`config.mk`:
```
export PLATFORM = sky130hd
export DESIGN_NAME = video_format_stabilizer
export DESIGN_NICKNAME = d
export VERILOG_FILES = /design/src/rtl/video_fmt_pkg.sv /design/src/rtl/sync_2ff.sv /design/src/rtl/video_format_stabilizer.sv
export SDC_FILE = /design/constraint.sdc
export NUM_CORES = 1
export LEC_CHECK = 0
export ABC_AREA = 0
export BUFFER_PORTS_ARGS = -buffer_cell sky130_fd_sc_hd__buf_2
export CAP_MARGIN = 20
export CORE_MARGIN = 2
export CORE_UTILIZATION = 35
export CTS_CLUSTER_SIZE = 12
export DETAILED_ROUTE_END_ITERATION = 16
export GPL_ROUTABILITY_DRIVEN = 0
export GPL_TIMING_DRIVEN = 0
export PLACE_DENSITY = 0.48
export SLEW_MARGIN = 20
export SYNTH_ARGS = -nofsm -noshare
export SYNTH_HDL_FRONTEND = slang
export SYNTH_SLANG_ARGS = --single-unit
```
`constraint.sdc`:
```
create_clock -name clk_50mhz_in -period 3.7 [get_ports clk_50mhz_in]
set_clock_uncertainty 0.15 [all_clocks]
set_input_delay 0.185 -clock clk_50mhz_in [delete_from_list [all_inputs] [get_ports clk_50mhz_in]]
set_output_delay 0.185 -clock clk_50mhz_in [all_outputs]
set_load 0.05 [all_outputs]
```
`src/rtl/video_fmt_pkg.sv`:
```
// Shared definitions for the video format path: detector format codes and the
// stabiliser lock-state encoding.
`timescale 1ns/1ps
package video_fmt_pkg;

    localparam logic [7:0] FMT_NONE    = 8'h00;
    localparam logic [7:0] FMT_576I50  = 8'h01;
    localparam logic [7:0] FMT_480I60  = 8'h02;
    localparam logic [7:0] FMT_576P50  = 8'h03;
    localparam logic [7:0] FMT_480P60  = 8'h04;
    localparam logic [7:0] FMT_1080I50 = 8'h0B;
    localparam logic [7:0] FMT_1080I60 = 8'h0C;
    localparam logic [7:0] FMT_720P50  = 8'h12;
    localparam logic [7:0] FMT_720P60  = 8'h13;

    typedef enum logic [1:0] {
        IDLE    = 2'd0,
        ACQUIRE = 2'd1,
        LOCKED  = 2'd2
    } stab_state_e;

endpackage

```
`src/rtl/sync_2ff.sv`:
```
// Parameterised-width two-flop synchroniser for signals arriving from another
// clock domain; output is cleared by the asynchronous reset.
`timescale 1ns/1ps
module sync_2ff #(
    parameter int WIDTH = 1
) (
    input  logic             clk,
    input  logic             reset_n,
    input  logic [WIDTH-1:0] d,
    output logic [WIDTH-1:0] q
);

    logic [WIDTH-1:0] meta;

    // NOTE: clocked state uses non-blocking assignments so every flop samples
    // the pre-edge value of its neighbour, which is what makes this a 2-stage chain.
    always_ff @(posedge clk or negedge reset_n) begin
        if (!reset_n) begin
            meta <= '0;
            q    <= '0;
        end else begin
            meta <= d;
            q    <= meta;
        end
    end

endmodule

```
`src/rtl/video_format_stabilizer.sv`:
```
// Debounces the detector format code into a locked format with loss/timeout
// handling and a single-entry change-event buffer. Optional sticky overrun
// output is enabled with the FORMAT_OVERRUN_FLAG_EN macro.
`timescale 1ns/1ps
module video_format_stabilizer
    import video_fmt_pkg::*;
#(
    parameter int STABLE_FRAMES  = 4,
    parameter int TIMEOUT_CYCLES = 2_500_000
) (
    input  logic       clk_50mhz_in,
    input  logic       reset_n_in,
    input  logic       vsync_in,
    input  logic       sample_in,
    input  logic [7:0] format_in,
    output logic [7:0] format_out,
    output logic       format_valid_out,
    output logic       event_valid_out,
    input  logic       event_ready_in,
    output logic [7:0] event_format_out
`ifdef FORMAT_OVERRUN_FLAG_EN
    ,
    output logic       overrun_out
`endif
);

    localparam int              CW       = $clog2(STABLE_FRAMES + 1);
    localparam logic [CW-1:0]   LOCK_CNT = CW'(STABLE_FRAMES);
    localparam logic [31:0]     TMO_MAX  = 32'(TIMEOUT_CYCLES);

    logic        vsync_s;
    logic        sample_s;
    logic [7:0]  format_s;
    logic        vsync_d;
    logic        tick;

    stab_state_e state, state_nx;
    logic [7:0]  cand, cand_nx;
    logic [CW-1:0] count, count_nx, run_cnt;
    logic [31:0] tmo, tmo_nx;
    logic [7:0]  fmt_q, fmt_nx;
    logic        loss;
    logic        push;
    logic        ev_valid;
    logic [7:0]  ev_fmt;

    sync_2ff #(.WIDTH(1)) u_sync_vsync (
        .clk(clk_50mhz_in), .reset_n(reset_n_in), .d(vsync_in), .q(vsync_s)
    );
    sync_2ff #(.WIDTH(1)) u_sync_sample (
        .clk(clk_50mhz_in), .reset_n(reset_n_in), .d(sample_in), .q(sample_s)
    );
    sync_2ff #(.WIDTH(8)) u_sync_format (
        .clk(clk_50mhz_in), .reset_n(reset_n_in), .d(format_in), .q(format_s)
    );

    // Loss has priority over any tick in the same cycle.
    assign loss = !sample_s || (tmo == TMO_MAX);
    assign push = (fmt_nx != fmt_q);

    always_comb begin
        // NOTE: every value assigned here gets a default first, so no path
        // through the branches below can infer a latch.
        state_nx = state;
        cand_nx  = cand;
        count_nx = count;
        fmt_nx   = fmt_q;
        tmo_nx   = tmo;
        run_cnt  = '0;

        if (loss) begin
            state_nx = IDLE;
            cand_nx  = FMT_NONE;
            count_nx = '0;
            fmt_nx   = FMT_NONE;
            tmo_nx   = '0;
        end else begin
            if (state == IDLE || tick)
                tmo_nx = '0;
            else if (tmo != TMO_MAX)
                tmo_nx = tmo + 32'd1;

            if (tick && !(state == LOCKED && format_s == fmt_q)) begin
                if (format_s == FMT_NONE) begin
                    // A zero code while acquiring restarts the run; IDLE ignores it.
                    if (state != IDLE)
                        state_nx = ACQUIRE;
                    cand_nx  = FMT_NONE;
                    count_nx = '0;
                end else begin
                    run_cnt  = (state == ACQUIRE && format_s == cand) ? count + 1'b1 : CW'(1);
                    cand_nx  = format_s;
                    count_nx = run_cnt;
                    if (run_cnt == LOCK_CNT) begin
                        state_nx = LOCKED;
                        fmt_nx   = format_s;
                    end else begin
                        state_nx = ACQUIRE;
                    end
                end
            end
        end
    end

    // NOTE: every flop here, payload included, is reset so a pending event
    // cannot survive a reset with stale contents.
    always_ff @(posedge clk_50mhz_in or negedge reset_n_in) begin
        if (!reset_n_in) begin
            vsync_d  <= 1'b0;
            tick     <= 1'b0;
            state    <= IDLE;
            cand     <= FMT_NONE;
            count    <= '0;
            tmo      <= '0;
            fmt_q    <= FMT_NONE;
            ev_valid <= 1'b0;
            ev_fmt   <= FMT_NONE;
        end else begin
            vsync_d  <= vsync_s;
            tick     <= vsync_s && !vsync_d;
            state    <= state_nx;
            cand     <= cand_nx;
            count    <= count_nx;
            tmo      <= tmo_nx;
            fmt_q    <= fmt_nx;
            // A push always wins over acceptance, so valid stays high when both coincide.
            ev_valid <= push || (ev_valid && !event_ready_in);
            if (push)
                ev_fmt <= fmt_nx;
        end
    end

`ifdef FORMAT_OVERRUN_FLAG_EN
    always_ff @(posedge clk_50mhz_in or negedge reset_n_in) begin
        if (!reset_n_in)
            overrun_out <= 1'b0;
        else if (push && ev_valid && !event_ready_in)
            overrun_out <= 1'b1;
    end
`endif

    assign format_out       = fmt_q;
    assign format_valid_out = (state == LOCKED);
    assign event_valid_out  = ev_valid;
    assign event_format_out = ev_fmt;

endmodule
```
# After elaboration in Yosys (flattened, before gate mapping)
# Cells that the tools add are included.
[classes]
shift = 0
bitwise_logic = 0
div_mod_pow = 0
multipliers = 0
magnitude_cmp = 0
muxes = 19
n_eq_ne = 9
n_reduce_logical = 18
add_sub_neg = 2
[ops]
columns = ["operator", "count"]
rows = [
  ["32-bit 2-to-1 mux", 3],
  ["8-bit 2-to-1 mux", 7],
  ["32-bit by 1-bit adder with 32-bit output (second input constant)", 1],
  ["32-bit by 22-bit equality test with 1-bit output (second input constant)", 1],
  ["32-bit by 22-bit != test with 1-bit output (second input constant)", 1],
  ["8-bit equality test", 2],
  ["3-bit 2-to-1 mux", 4],
  ["2-bit 2-to-1 mux", 5],
  ["8-bit logical NOT", 1],
  ["8-bit != test", 1],
  ["1-bit logical AND", 5],
  ["1-bit logical NOT", 4],
  ["2-bit nonzero test", 2],
  ["3-bit by 1-bit adder with 3-bit output (second input constant)", 1],
  ["3-bit equality test (second input constant)", 1],
  ["1-bit logical OR", 3],
  ["3-bit by 2-bit != test with 1-bit output (second input constant)", 1],
  ["3-bit nonzero test", 1],
  ["2-bit by 1-bit equality test with 1-bit output (second input constant)", 1],
  ["2-bit equality test (second input constant)", 1],
  ["2-bit logical NOT", 1],
  ["2-bit AND reduction", 1],
]
[word_totals]
mem_bits_rw = 0
memories = 0
input_bits = 13
register_bits = 84
latchBits = 0
romBits = 0
elab_cells = 63
output_inout_bits = 18

# Depth between registers and ports, before layout
[depth]
depth_word = 10
ltp_mapped = 9
mapped_depth_nobuf = 8

# Cells and area by module
# From an unflattened synthesis, not the netlist that was laid out.
[unflattened]
hier_cells = 345
area_unflattened_um2 = 3718.6
[by_module_without_submodules]
columns = ["module", "cells_each", "n_inst", "area_each_um2", "seq_area_each_um2"]
rows = [
  ["video_format_stabilizer", 325, 1, 3218.1, 1601.5],
  ["sync_2ff (u_sync_format)", 16, 1, 400.4, 400.4],
  ["sync_2ff (u_sync_sample ...)", 2, 2, 50.0, 50.0],
]

# Worst setup path before layout
# No wires, ideal clock.
[synth_path]
kind = "register to register"
startpoint = "register fmt_q[0], in the netlist format_out[0]"
endpoint = "register cand[0]"
path_slack_ns = 1.271
required_ns = 3.429
synth_period_minus_slack_ns = 2.429
setup_time_ns = 0.121
stages_incl_launch_ff = 8
arrival_time_ns = 2.158
path_buffers = 1
cell_sequence = "dfrtp_1 > inv_1 > o22ai_1 > or4_4 > o41ai_4 > buf_6 > mux2i_1 > nor2_1"
[synth_between]
elab_chain_len = 5
[synth_lines]
columns = ["item", "line_no", "text"]
rows = [
  ["start, declared", "video_format_stabilizer.sv:41", "logic [7:0] fmt_q, fmt_nx;"],
  ["start signal, assigned", "video_format_stabilizer.sv:125", "fmt_q <= fmt_nx;"],
  ["8-bit equality test", "video_format_stabilizer.sv:83", "if (tick && !(state == LOCKED && format_s == fmt_q)) begin"],
  ["1-bit logical AND", "video_format_stabilizer.sv:83", ""],
  ["1-bit logical NOT", "video_format_stabilizer.sv:83", ""],
  ["1-bit logical AND", "video_format_stabilizer.sv:83", ""],
  ["2-bit nonzero test (no line)", "-", ""],
  ["end signal, assigned", "video_format_stabilizer.sv:122", "cand <= cand_nx;"],
  ["end, declared", "video_format_stabilizer.sv:38", "logic [7:0] cand, cand_nx;"],
]
# Every way passes these cells.
# A chain may end at the register's enable or synchronous reset.

# Final worst setup path
[layout_path]
startpoint = "register tmo[0]"
endpoint = "register cand[4]"
[layout_between]
elab_chain_len = 3
elab_cells_between_ends = 4
classes_between = "eq/ne (1); mux (1); reduce/logical (2)"
[layout_lines]
columns = ["item", "line_no", "text"]
rows = [
  ["start, declared", "video_format_stabilizer.sv:40", "logic [31:0] tmo, tmo_nx;"],
  ["start signal, assigned", "video_format_stabilizer.sv:124", "tmo <= tmo_nx;"],
  ["32-bit by 22-bit equality test with 1-bit output *", "video_format_stabilizer.sv:58", "assign loss = !sample_s || (tmo == TMO_MAX);"],
  ["1-bit logical OR *", "video_format_stabilizer.sv:58", ""],
  ["8-bit 2-to-1 mux / 2-bit nonzero test (equally long branches)", "-", ""],
]
# Every way passes the cells marked *; elsewhere a longest branch is shown, timed or not.

==> flow_summary.yaml <==
logic_synthesis:
  ys_top_cells_by_count: "sky130_fd_sc_hd__dfrtp_1 (84), sky130_fd_sc_hd__nor2_1 (47), sky130_fd_sc_hd__nand2_1 (37)"
  yosys.cell_count.top_type: "sky130_fd_sc_hd__dfrtp_1"
  synth.avg_cell_area_um2: 10.56
  syn-instance-count: 362
  synth-seq-cells: 84
  netlist_area_um2: 3822
  synth.top_cells.by_area: "sky130_fd_sc_hd__dfrtp_1 (55%), sky130_fd_sc_hd__xor2_1 (5.3%), sky130_fd_sc_hd__nor2_1 (4.6%), sky130_fd_sc_hd__mux2i_1 (3.9%), sky130_fd_sc_hd__nand2_1 (3.6%)"
  synth_largest_area_cell: "sky130_fd_sc_hd__dfrtp_1"
  synth_enable_flop_cells: 0
  synth_sequential_area_ratio: 0.5499
  async_reset_ff_frac: 1.000
  synth_flop_cell: "sky130_fd_sc_hd__dfrtp_1"
  synthDistinctLibCells: 43
  netlist.area_leader.share: 0.5499
  synth_warn: 0
  syn_nets: 378
power_and_ir_drop:
  combPwrFrac: 0.051
  intPower_uw: 1227
  seqPwrFrac: 0.576
  clockPowerShare: 0.373
  switching_power_uw: 429.8
  vdd.ir_drop.worst_uv: 157.9
  power_density_relative_to_cell_area_nw_per_um2: 368.4
  leakagePower_uw: 0.002042
  net_switching_share_of_the_total_power: 0.2595
worst_setup_path:
  worstSetupStartpointType: "flip-flop"
  critical_path_arrival_ps: 2920
  critical-path-top-delay-family: "buffers and inverters"
  critical_path.endpoint_type: "flip-flop"
  cpMaxStageDelayCell: "sky130_fd_sc_hd__o21ai_1"
  series_of_cell_instances_along_the_critical_path: "inv_1, ha_1, nor4bb_1, nand4_1, o21ai_1, clkbuf_1, buf_2, nor2_1"
  critical_path_class: "flip-flop to flip-flop"
  cp_slowest_stage_delay_ps: 530
  crit_buf_inv: 3
  timing.critical_path.required_ps: 3790
  worstPathMaxFanout: 10
sta:
  post_route_minimum_period_ps: 2831
  timing_hold_violations_final: 0
  finalSetupViolations: 0
  timing.final.max_slew_violations: 0
  slew_at_the_pin_closest_to_its_max_slew_limit_ps: 946.2
  max_freq_ghz: 0.3532
  whs_ps: 194.3
  post-route-period-util: 0.7652
  rsz0062_at_grt: "false"
  max_slew_margin: 0.3640
  setup_total_negative_slack_ps: 0
routing:
  ant_nets: 0
  finalWirelength_um: 8155
  avgRoutedWirePerCell_um: 14.51
  dr.first_iter.drc_count: 127
  route.detailed.vias_per_inst: 4.895
  first_pass_iters: 4
  detail_route.drc_violations: 0
  num_vias: 2751
cells_and_area:
  drive_above_1_share: 0.1493
  layout.cell_area.non_filler_um2: 4497
  syn2layout_area_growth_pct: 17.64
  insertedDiodeCount: 0
  num-nets-final: 433
cts:
  path_clk_slew_ps: 100
  postCtsSetupBuffers: 0
  clock_insertion_delay_worst_skew_ps: 360
  tritoncts_clock_tree: "done"
  clock_tree.buffer_depth: 2
  htreeDepth: 3
  cts_made_buffers: 9
  ctsRootBufferMaster: "sky130_fd_sc_hd__clkbuf_8"
  clkSinkCount: 84
floorplan:
  num_rows: 38
  die-height_um: 108.5
  io_pins: 31
  core-area_um2: 10750
  design.die.area_um2: 11770
  initial_utilization: 0.3557
  floorplan.die.width_um: 108.5
global_route:
  antenna_found_initial: 0
  grt_max_degree: 48
  grt_util_all_layers: 0.1552
  first_global_vias: 2852
  gr-usage-met3: 0.03677
  grt_remaining_overflow: 0
  grt_use_met2: 0.2540
  grt_most_used_layer: "met2"
  grt.met1_usage: 0.2017
  global_route_wire_length_before_repair_um: 14060
flow_run:
  max-cap-violations: 0
place:
  post-dp-hpwl_um: 5685
  placement.io_buffers: 30
  placed_area_um2: 4193
worst_hold_path:
  hold_path.class: "primary input to async pin"
outcome:
  status: "finished clean"
placed cells by master, fill, tap and decap left out, drive strengths merged, types with 4 or more instances in the layout:
cell / synthesis / final
dfrtp: 84 / 84
nor2: 47 / 47
buf: 7 / 39
nand2: 37 / 37
xor2: 23 / 23
inv: 20 / 23
nand4: 18 / 18
mux2i: 15 / 15
xnor2: 14 / 14
nand3: 13 / 13
clkbuf: 4 / 13
dlygate4sd3: 0 / 12
a21oi: 8 / 8
a21o: 7 / 7
nor2b: 5 / 5
and4: 5 / 5
a22oi: 5 / 5
o21ai: 5 / 5
nor4bb: 4 / 4
or3: 4 / 4
and3: 4 / 4
or4: 4 / 4
nor4: 4 / 4
repair_timing:
item | 4_1_cts | 5_1_grt
hold buffers | 12 | 0
gates resized for setup | 0 | 0
endpoints found under the hold margin | 48 | 0
per-layer routing:
metal	part of all wire	wire, µm
met1	0.46	3790
met2	0.49	3973
met3	0.029	233
met4	0.019	157
met5	0	0
cell type report:
| class | count | area (µm²) |
|---|---|---|
| multi-input combinational | 247 | 1590 |
| tap | 140 | 175.2 |
| inverter | 20 | 75.07 |
| buffer | 11 | 62.56 |
| sequential | 84 | 2102 |
| clock inverter | 7 | 60.06 |
| fill | 1093 | 6248 |
| clock buffer | 9 | 123.9 |
| timing repair buffer | 44 | 307.8 |
per-stage QoR:
step | total power (µW) | utilization | setup WS (ps) | instances
floorplan | 1005 | - | 1271 | 362
global placement | 1046 | 0.3860 | 883.2 | 532
detailed placement | 1051 | 0.3902 | 763.4 | 534
CTS | 1705 | 0.4185 | 749.3 | 562
global route | 1744 | 0.4185 | 472.7 | 562
finish | 1657 | 0.4185 | 868.6 | 562
registers in the layout, summed over array words and instances, names as in the netlist:
register            flops
tmo                    32
u_sync_vsync.q          1
u_sync_vsync.meta       1
state                   2
u_sync_format.meta      8
u_sync_sample.q         1
u_sync_format.q         8
count                   3
tick                    1
u_sync_sample.meta      1
event_format_out        8
cand                    8
format_out              8
vsync_d                 1
event_valid_out         1
path summary, 6_finish.rpt:
path                              startpoint                 end  slack [ps]  cells past startpoint
max                                   tmo[0]             cand[4]         870                      8
min                               reset_n_in  u_sync_format.q[3]         190                      2
max reg2reg                           tmo[0]             cand[4]         870                      8
min reg2reg                u_sync_vsync.meta      u_sync_vsync.q         200                      0
max in group asynchronous         reset_n_in     u_sync_sample.q        2590                      3
min in group clk_50mhz_in  u_sync_vsync.meta      u_sync_vsync.q         200                      0
power by group through the flow:
stage / Clock [µW] / Combinational [µW] / Sequential [µW]
after global placement: 0 / 73.0 / 973
final: 617 / 84.8 / 954
after floorplan: 0 / 39.1 / 966
after CTS: 663 / 87.9 / 955
after global routing: 691 / 96.5 / 957
after detailed placement: 0 / 78.2 / 973
cell families after synthesis:
family	Yosys count	share of synthesized area
simple gates	156	0.2088
fa+ha+maj	3	0.009821
buf+inv	31	0.03600
compound gates	36	0.07136
flops	84	0.5499
mux	15	0.03928
xor+xnor	37	0.08478
Power figures use the tool's default switching activity.
